==> src/rtl/mips_pkg.sv <==
// Shared definitions for the MIPS pipeline front end: boot/exception addresses,
// the bubble instruction word, the fetch state encoding and the IF/ID slot layout.
package mips_pkg;

  localparam int unsigned XLEN   = 32;
  localparam int unsigned INST_W = 32;

  localparam logic [XLEN-1:0]   DEF_RESET_PC   = 32'h0000_0000;
  localparam logic [XLEN-1:0]   DEF_EXC_VECTOR = 32'h8000_0004;
  localparam logic [INST_W-1:0] DEF_NOP_WORD   = 32'h0000_0000;

  typedef enum logic [1:0] {
    FETCH_BOOT  = 2'd0,
    FETCH_RUN   = 2'd1,
    FETCH_FAULT = 2'd2
  } fetch_state_e;

  typedef struct packed {
    logic [INST_W-1:0] inst;
    logic [XLEN-1:0]   pc_plus4;
    logic              valid;
    logic              fault;
    logic [XLEN-1:0]   fault_addr;
  } if_id_t;

endpackage

==> src/rtl/inst_fetch_if.sv <==
// Fetch-stage bundle: ROM bus, control from later stages, and the IF/ID outputs.
interface inst_fetch_if;
  import mips_pkg::*;

  logic [XLEN-1:0]   rom_addr;
  logic [INST_W-1:0] rom_data;
  logic              rom_accessable;

  logic              stall;
  logic              flush;
  logic              redirect;
  logic [XLEN-1:0]   redirect_pc;

  logic [INST_W-1:0] id_inst;
  logic [XLEN-1:0]   id_pc_plus4;
  logic              id_valid;
  logic              id_fault;
  logic [XLEN-1:0]   id_fault_addr;

  modport master (
    output rom_addr,
    input  rom_data, rom_accessable,
    input  stall, flush, redirect, redirect_pc,
    output id_inst, id_pc_plus4, id_valid, id_fault, id_fault_addr
  );

  modport slave (
    input  rom_addr,
    output rom_data, rom_accessable,
    output stall, flush, redirect, redirect_pc,
    input  id_inst, id_pc_plus4, id_valid, id_fault, id_fault_addr
  );

endinterface

==> src/rtl/inst_fetch_if_id_reg.sv <==
// Pipeline slot register with hold and bubble controls; bubble wins over hold,
// so a flush during a stall still squashes the slot.
module if_id_reg
  import mips_pkg::*;
#(
  parameter logic [INST_W-1:0] NOP_WORD = DEF_NOP_WORD
) (
  input  logic   clk,
  input  logic   rst_n,
  input  logic   hold_i,
  input  logic   bubble_i,
  input  if_id_t d_i,
  output if_id_t q_o
);

  localparam if_id_t BUBBLE = '{
    inst:       NOP_WORD,
    pc_plus4:   '0,
    valid:      1'b0,
    fault:      1'b0,
    fault_addr: '0
  };

  if_id_t slot_q;

  // NOTE: sequential state uses non-blocking assignments so every register samples pre-edge values.
  always_ff @(posedge clk or negedge rst_n) begin
    if (!rst_n) begin
      slot_q <= BUBBLE;
    end else if (bubble_i) begin
      slot_q <= BUBBLE;
    end else if (!hold_i) begin
      slot_q <= d_i;
    end
  end

  assign q_o = slot_q;

endmodule

==> src/rtl/inst_fetch.sv <==
// Instruction-fetch stage: owns the PC, drives the ROM address, and fills the
// IF/ID slot; bad fetches become a fault slot followed by a jump to the vector.
module inst_fetch
  import mips_pkg::*;
#(
  parameter logic [XLEN-1:0]   RESET_PC   = DEF_RESET_PC,
  parameter logic [XLEN-1:0]   EXC_VECTOR = DEF_EXC_VECTOR,
  parameter logic [INST_W-1:0] NOP_WORD   = DEF_NOP_WORD
) (
  input  logic         clk,
  input  logic         reset,
  inst_fetch_if.master bus
);

  fetch_state_e    state_q, state_d;
  logic [XLEN-1:0] pc_q, pc_d;
  logic [XLEN-1:0] pc_plus4;
  logic            fetch_ok;
  logic            slot_hold;
  logic            slot_bubble;
  if_id_t          slot_d;
  if_id_t          slot_q;

  assign bus.rom_addr = pc_q;
  assign pc_plus4     = pc_q + 32'd4;
  assign fetch_ok     = bus.rom_accessable && (pc_q[1:0] == 2'b00);

  // NOTE: every always_comb output gets a default first so no path can infer a latch.
  always_comb begin
    state_d     = state_q;
    pc_d        = pc_q;
    slot_hold   = 1'b1;
    slot_bubble = 1'b0;
    slot_d      = '{inst:       bus.rom_data,
                    pc_plus4:   pc_plus4,
                    valid:      1'b1,
                    fault:      1'b0,
                    fault_addr: '0};

    unique case (state_q)
      FETCH_BOOT: begin
        slot_bubble = 1'b1;
        state_d     = FETCH_RUN;
      end

      FETCH_RUN: begin
        if (bus.redirect) begin
          // A fault on the wrong path is simply dropped along with the slot.
          pc_d        = bus.redirect_pc;
          slot_bubble = 1'b1;
        end else if (bus.flush) begin
          slot_bubble = 1'b1;
          if (!bus.stall) pc_d = pc_plus4;
        end else if (!bus.stall) begin
          slot_hold = 1'b0;
          if (!fetch_ok) begin
            slot_d.inst       = NOP_WORD;
            slot_d.valid      = 1'b0;
            slot_d.fault      = 1'b1;
            slot_d.fault_addr = pc_q;
            state_d           = FETCH_FAULT;
          end else begin
            pc_d = pc_plus4;
          end
        end
      end

      FETCH_FAULT: begin
        if (bus.redirect) begin
          pc_d        = bus.redirect_pc;
          slot_bubble = 1'b1;
          state_d     = FETCH_RUN;
        end else if (!bus.stall) begin
          pc_d        = EXC_VECTOR;
          slot_bubble = 1'b1;
          state_d     = FETCH_RUN;
        end
      end

      default: begin
        slot_bubble = 1'b1;
        state_d     = FETCH_BOOT;
      end
    endcase
  end

  always_ff @(posedge clk or negedge reset) begin
    if (!reset) begin
      state_q <= FETCH_BOOT;
      pc_q    <= RESET_PC;
    end else begin
      state_q <= state_d;
      pc_q    <= pc_d;
    end
  end

  if_id_reg #(
    .NOP_WORD (NOP_WORD)
  ) u_if_id_reg (
    .clk      (clk),
    .rst_n    (reset),
    .hold_i   (slot_hold),
    .bubble_i (slot_bubble),
    .d_i      (slot_d),
    .q_o      (slot_q)
  );

  assign bus.id_inst       = slot_q.inst;
  assign bus.id_pc_plus4   = slot_q.pc_plus4;
  assign bus.id_valid      = slot_q.valid;
  assign bus.id_fault      = slot_q.fault;
  assign bus.id_fault_addr = slot_q.fault_addr;

endmodule

==> src/flat_wrapper.sv <==
// flat-port wrapper written by rule: the top's interface ports become plain ports
module inst_fetch_flat import mips_pkg::*;
#(
  parameter logic [XLEN-1:0]   RESET_PC   = DEF_RESET_PC,
  parameter logic [XLEN-1:0]   EXC_VECTOR = DEF_EXC_VECTOR,
  parameter logic [INST_W-1:0] NOP_WORD   = DEF_NOP_WORD
)
  (clk, reset, bus_rom_addr, bus_rom_data, bus_rom_accessable, bus_stall, bus_flush, bus_redirect, bus_redirect_pc, bus_id_inst, bus_id_pc_plus4, bus_id_valid, bus_id_fault, bus_id_fault_addr);
  inst_fetch_if bus_i ();
  input  logic clk;
  input  logic reset;
  output wire logic [$bits(bus_i.rom_addr)-1:0] bus_rom_addr;
  input wire logic [$bits(bus_i.rom_data)-1:0] bus_rom_data;
  input wire logic [$bits(bus_i.rom_accessable)-1:0] bus_rom_accessable;
  input wire logic [$bits(bus_i.stall)-1:0] bus_stall;
  input wire logic [$bits(bus_i.flush)-1:0] bus_flush;
  input wire logic [$bits(bus_i.redirect)-1:0] bus_redirect;
  input wire logic [$bits(bus_i.redirect_pc)-1:0] bus_redirect_pc;
  output wire logic [$bits(bus_i.id_inst)-1:0] bus_id_inst;
  output wire logic [$bits(bus_i.id_pc_plus4)-1:0] bus_id_pc_plus4;
  output wire logic [$bits(bus_i.id_valid)-1:0] bus_id_valid;
  output wire logic [$bits(bus_i.id_fault)-1:0] bus_id_fault;
  output wire logic [$bits(bus_i.id_fault_addr)-1:0] bus_id_fault_addr;
  assign bus_rom_addr = bus_i.rom_addr;
  assign bus_i.rom_data = bus_rom_data;
  assign bus_i.rom_accessable = bus_rom_accessable;
  assign bus_i.stall = bus_stall;
  assign bus_i.flush = bus_flush;
  assign bus_i.redirect = bus_redirect;
  assign bus_i.redirect_pc = bus_redirect_pc;
  assign bus_id_inst = bus_i.id_inst;
  assign bus_id_pc_plus4 = bus_i.id_pc_plus4;
  assign bus_id_valid = bus_i.id_valid;
  assign bus_id_fault = bus_i.id_fault;
  assign bus_id_fault_addr = bus_i.id_fault_addr;
  inst_fetch #(.RESET_PC(RESET_PC), .EXC_VECTOR(EXC_VECTOR), .NOP_WORD(NOP_WORD)) u_core (.clk(clk), .reset(reset), .bus(bus_i));
endmodule
==> config.mk <==
export PLATFORM = sky130hd
export DESIGN_NAME = inst_fetch_flat
export DESIGN_NICKNAME = d
export VERILOG_FILES = /design/src/rtl/mips_pkg.sv /design/src/rtl/inst_fetch_if.sv /design/src/rtl/inst_fetch_if_id_reg.sv /design/src/rtl/inst_fetch.sv /design/src/flat_wrapper.sv
export SDC_FILE = /design/constraint.sdc
export NUM_CORES = 1
export LEC_CHECK = 0
export ABC_AREA = 1
export BUFFER_PORTS_ARGS = -buffer_cell sky130_fd_sc_hd__buf_2
export CAP_MARGIN = 20
export CORE_UTILIZATION = 51
export CTS_CLUSTER_SIZE = 20
export DETAILED_ROUTE_END_ITERATION = 8
export PLACE_DENSITY_LB_ADDON = 0.08
export SKIP_LAST_GASP = 1
export SLEW_MARGIN = 10
export SYNTH_ARGS = -nofsm -noshare
export SYNTH_HDL_FRONTEND = slang
export SYNTH_SLANG_ARGS = --single-unit
export TNS_END_PERCENT = 1
==> constraint.sdc <==
create_clock -name clk -period 1.95 [get_ports clk]
set_clock_uncertainty 0.1 [all_clocks]
set_input_delay 0.0975 -clock clk [delete_from_list [all_inputs] [get_ports clk]]
set_output_delay 0.0975 -clock clk [all_outputs]
set_load 0.05 [all_outputs]
# Yosys cells after proc, flatten, opt, wreduce, memory -nomap -nowiden
# Cells that the tools add are included.
[totals]
output_inout_bits = 130
ff_bits = 132
word_cells = 60
in_bits = 70
[op_classes]
eq_ne = 10
mux = 36
reduce_logical = 6
n_addsub = 1
[op_table]
columns = ["cell", "n"]
rows = [
  ["two-way mux 32 bit", 12],
  ["two-way mux 98 bit", 2],
  ["two-way mux 34 bit", 5],
  ["case mux 32 bit (2 select lines)", 1],
  ["adder 32 x 3 -> 32 bit, second input constant", 1],
  ["two-way mux 2 bit", 6],
  ["two-way mux 1 bit", 8],
  ["!= test 2 bit, second input constant", 4],
  ["!= test 3 bit, second input constant", 2],
  ["case mux 2 bit (3 select lines)", 1],
  ["AND reduction 5 bit", 1],
  ["zero test 2 bit", 2],
  ["!= test 4 x 3 -> 1 bit, second input constant", 1],
  ["AND reduction 4 bit", 1],
  ["== test 2 x 1 -> 1 bit, second input constant", 1],
  ["== test 2 bit, second input constant", 1],
  ["!= test 2 x 1 -> 1 bit, second input constant", 1],
  ["case mux 1 bit (2 select lines)", 1],
  ["nonzero test 2 bit", 1],
  ["logical AND 1 bit", 1],
]

# Logic depth before layout (Yosys ltp)
[depth]
depth_word = 9
depth_mapped = 10
ltp_nobuf = 10

# Modules after synthesis
# From an unflattened synthesis, not the netlist that was laid out.
[hier_totals]
cells_unflattened = 923
hier_area_um2 = 6998.0
[by_module_without_submodules]
columns = ["mod", "area_per_inst_um2", "seq_area_each_um2", "n_inst", "cells_each"]
rows = [
  ["if_id_reg", 3885.0, 2452.4, 1, 425],
  ["inst_fetch", 3113.0, 850.8, 1, 498],
]

# Worst setup path before layout
# OpenSTA, ideal clock, no wires.
[synth_path]
kind = "reg-to-reg"
start = "register u_core.pc_q[2], in the netlist u_core.bus.rom_addr[2]"
end = "register u_core.pc_q[16], in the netlist u_core.bus.rom_addr[16]"
synth_period_minus_slack_ns = 1.968
setup_slack_ns = -0.018
t_arrival_ns = 1.791
setup_ns = 0.078
path_buffers = 0
required_ns = 1.772
path_stages_with_launch = 8
cell_sequence = "dfrtp_1 ha_1 nand3_1 nor2_1 nand3_1 xor2_1 nand2_1 a21oi_1"
[synth_via]
elab_chain_len = 6
elab_cells_between_ends = 7
classes_between = "add/sub (1); mux (6)"
[synth_lines]
columns = ["item", "line", "text"]
rows = [
  ["start: declaration", "inst_fetch.sv:16", "logic [XLEN-1:0] pc_q, pc_d;"],
  ["start signal: assignment", "inst_fetch.sv:93", "pc_q <= pc_d;"],
  ["adder 32 x 3 -> 32 bit (*)", "inst_fetch.sv:25", "assign pc_plus4 = pc_q + 32'd4;"],
  ["two-way mux 32 bit", "inst_fetch.sv:56", "if (!fetch_ok) begin"],
  ["two-way mux 32 bit", "inst_fetch.sv:54", "end else if (!bus.stall) begin"],
  ["two-way mux 32 bit (*)", "inst_fetch.sv:51", "end else if (bus.flush) begin"],
  ["two-way mux 32 bit (*)", "inst_fetch.sv:47", "if (bus.redirect) begin"],
  ["case mux 32 bit (2 select lines) (*)", "inst_fetch.sv:40", "unique case (state_q)"],
]
# Mark *: on every way between the ends. The rest lies on a longest branch, timed or not. The select of a mux whose other input is x is not followed.
# A chain may end at the register's enable or synchronous reset.

# Final worst setup path
[layout_path]
start = "register u_core.state_q[0]"
end = "register u_core.u_if_id_reg.q_o[83] (netlist name)"
[layout_via]
elab_chain_len = 4
elab_cells_between_ends = 8
classes_between = "eq/ne (3); mux (5)"
[layout_lines]
columns = ["item", "line", "text"]
rows = [
  ["start: declaration", "inst_fetch.sv:15", "fetch_state_e state_q, state_d;"],
  ["start signal: assignment", "inst_fetch.sv:92", "state_q <= state_d;"],
  ["== test 2 x 1 -> 1 bit", "inst_fetch.sv:40", ""],
  ["two-way mux 32 bit", "inst_fetch.sv:40", ""],
  ["two-way mux 98 bit", "inst_fetch_if_id_reg.sv:32", "end else if (!hold_i) begin"],
  ["two-way mux 98 bit", "inst_fetch_if_id_reg.sv:30", "end else if (bubble_i) begin"],
]
# Several ways; a longest one is shown, not always the timed one. The select of a mux whose other input is x is not followed.

==> results.json <==
{
  "status": "finished clean",
  "synth_nets": 864,
  "end_kind": "register",
  "top_usage_layer": "met2",
  "io_pins": 200,
  "row_count": 39,
  "p_int_uw": 6348,
  "fin_crit_sh": 0.9815,
  "routedWlPerCell_um": 16.13,
  "io_buffer_count": 199,
  "p_comb_frac": 0.403,
  "start_util": 0.5327,
  "grt_pass1_vias": 6223,
  "cts_buffers": 17,
  "r2r-end": "u_core.u_if_id_reg.q_o[83]$_DFFE_PN0P_",
  "use_met1": 0.4126,
  "crit_arrival_ps": 2160,
  "diodes": 0,
  "r2r_cells": 9,
  "p_sw_uw": 5142,
  "finalInstanceArea_mm2": 0.008859,
  "rsz0062_at_grt": "yes",
  "ys_seq_area_frac": 0.5317,
  "route.detailed.drc": 0,
  "nets": 1141,
  "met2_usage": 0.5130,
  "drive_gt1_frac": 0.2611,
  "synth_cells": 790,
  "synth_area_mm2": 0.006212,
  "p_leak_uw": 0.004905,
  "wl_um": 19730,
  "layout.cells.non_filler": 1223,
  "die_width_um": 112.4,
  "cp_max_fo": 32,
  "finalHoldViolCount": 0,
  "placed_area_mm2": 0.007497,
  "routabilityCongestion": 0.9131,
  "grt.total_usage": 0.3141,
  "clock_path_buffers": 2,
  "vias_per_cell": 5.239,
  "start_kind": "register",
  "ant_nets": 0,
  "worstSetupPathType": "register to register",
  "synth_cell_types": 29,
  "critPathBufInv": 2,
  "async_flop_share": 1.000,
  "p_clk_frac": 0.274,
  "max_slew_margin": 0.7556,
  "vdd_drop_max_v": 0.0008297,
  "synth_edf_count": 0,
  "ys_ff_latch": 132,
  "area_growth_pct": 42.60,
  "min_path_type": "primary input to register",
  "die_y_um": 112.4,
  "maxCapViolations": 0,
  "antenna_found_initial": 0,
  "synth-main-ff-cell": "dfrtp_1",
  "holdPathEnd": "u_core.u_if_id_reg.q_o[33]$_DFFE_PN0P_",
  "clockRootBuffer": "clkbuf_16",
  "worstPathRequired_ps": 2200,
  "use_met3": 0.06965,
  "yosysWarnings": 0,
  "placedCellCount": 1120,
  "finalMaxSlewViolations": 0,
  "tightest_slew_ps": 365.3,
  "cp_slowest_cell": "dfrtp_1",
  "power_density_mw_per_mm2": 1297,
  "fin_setup_tns_ps": 0,
  "yosysTopAreaCell": "dfrtp_1",
  "die-area_mm2": 0.01263,
  "syn_area_per_cell_um2": 7.864,
  "grt_overflow": 0,
  "drt_pass1_iterations": 5,
  "min_path_cells": 3,
  "power_frac_seq": 0.323,
  "setup_viol": 0,
  "numClockSinks": 132,
  "num_vias": 6407,
  "r2r_start": "u_core.state_q[0]$_DFFE_PN0P_",
  "power_switching_share": 0.4475,
  "hpwl_um": 12900,
  "grt_start_max_net_pins": 51,
  "period_needed_ps": 1914,
  "yosys-top-cells-area": "dfrtp_1 53%, nand2_1 19%, nand3_1 5.0%",
  "placeableCoreArea_mm2": 0.01166,
  "crit_chain": "inv_2 > ha_4 > nor2_1 > nor2_2 > o21ai_4 > nor2_4 > buf_12 > nand3_1 > nand2_1",
  "clk_latency_ps": 420,
  "initialDrtViolationCount": 451,
  "crit_path_max_incr_delay_ps": 390,
  "htree_levels": 4,
  "reg2reg_slack_ps": 40,
  "path_clk_slew_ps": 50,
  "fmax_ghz": 0.5225,
  "grt_pass1_wl_um": 30970,
  "cts_tree": "built",
  "cp_top_family": "simple AND/OR/NAND/NOR gates",
  "synth_top_cell_area_share": 0.5317,
  "hold_start": "bus_rom_accessable"
}
tightest hold or removal path, stage by stage:
cell,delay (ps)
buf_2,90
nand3_1,200
o21ai_1,100
flip-flops by register name, indices dropped and copies added, names as in the netlist:
name,cells
u_core.u_if_id_reg.q_o,98
u_core.state_q,2
u_core.bus.rom_addr,32
cell usage in the layout, fill, tap and decap left out, types with 3 or more instances in the layout:
cell	Yosys	final
nand2_1	316	316
buf_2	15	198
dfrtp_1	132	131
nor2_1	70	69
dlygate4sd3_1	0	65
nand3_1	62	62
a21oi_1	44	44
inv_1	40	38
o21ai_1	29	29
clkbuf_16	0	19
buf_4	4	14
o21ai_0	13	13
xor2_1	11	11
inv_2	8	10
buf_12	0	10
nor2_4	4	6
a22oi_1	6	6
clkinvlp_4	0	5
nor2_2	4	3
a22o_1	3	3
ha_1	4	3
clkinv_2	0	3
cell families after synthesis:
logic type,share of synthesized area
flops,0.5317
simple gates,0.3007
fa+ha+maj,0.008057
buf+inv,0.05680
compound gates,0.08580
xor+xnor,0.01692
worst max-delay path by stage:
stage	start	end	slack (ps)	depth (start not counted)
after floorplan	u_core.bus.rom_addr[3]$_DFFE_PN0P_	u_core.bus.rom_addr[16]$_DFFE_PN0P_	9	7
after global routing	u_core.state_q[1]$_DFFE_PN0P_	u_core.u_if_id_reg.q_o[35]$_DFFE_PN0P_	-30	9
after global placement	u_core.state_q[0]$_DFFE_PN0P_	u_core.u_if_id_reg.q_o[46]$_DFFE_PN0P_	150	9
final	u_core.state_q[0]$_DFFE_PN0P_	u_core.u_if_id_reg.q_o[83]$_DFFE_PN0P_	40	9
after CTS	u_core.state_q[0]$_DFFE_PN0P_	u_core.u_if_id_reg.q_o[46]$_DFFE_PN0P_	70	9
after detailed placement	u_core.state_q[0]$_DFFE_PN0P_	u_core.u_if_id_reg.q_o[46]$_DFFE_PN0P_	90	9
routing by layer:
metal	vias to the layer above	share of wire
met5	-	0
met4	0	0.027
met3	44	0.074
met2	294	0.47
met1	2987	0.43
li1	3082	-
area by class of cell:
type	count	area, µm²
Sequential cell	132	3304
Fill cell	862	2804
Multi-Input combinational cell	577	2589
Timing Repair Buffer	291	2019
Clock buffer	20	456.7
Inverter	48	180.2
Tap cell	143	178.9
Clock inverter	12	130.1
cells in the mapped netlist (3+ instances only):
master	instances
xor2_1	11
o21ai_0	13
dfrtp_1	132
ha_1	4
a21oi_1	44
buf_4	4
a22o_1	3
nand2_1	316
inv_1	40
nor2_2	4
buf_2	15
inv_2	8
a22oi_1	6
o21ai_1	29
nor2_1	70
clkbuf_1	9
buf_1	3
nor2_4	4
nand3_1	62
per-stage QoR:
step | util | hold WS, ps | setup WS [ps] | total power (µW)
floorplan | - | -298.1 | 8.695 | 6762
global placement | 0.6428 | -91.13 | 150.7 | 8095
detailed placement | 0.6428 | -90.07 | 93.25 | 8127
CTS | 0.7490 | 17.35 | 68.24 | 11380
global route | 0.7596 | 35.57 | -26.20 | 12070
finish | 0.7596 | 24.49 | 35.99 | 11490
power by group through the flow:
stage                     sequential [µW]  combinational, µW  clock (µW)
after floorplan                      4820               1940           0
after global placement               3720               4380           0
after detailed placement             3720               4400           0
after CTS                            3680               4530        3170
after global routing                 3750               5010        3310
final                                3710               4630        3150
repair_timing:
item | CTS | global route
hold buffers | 65 | 0
resized for setup | 0 | 7
buffers inserted | 0 | 3
hold endpoints to repair | 196 | 0
endpoints found under the setup margin | 0 | 72
No activity file was read; power rests on OpenSTA's default activity.
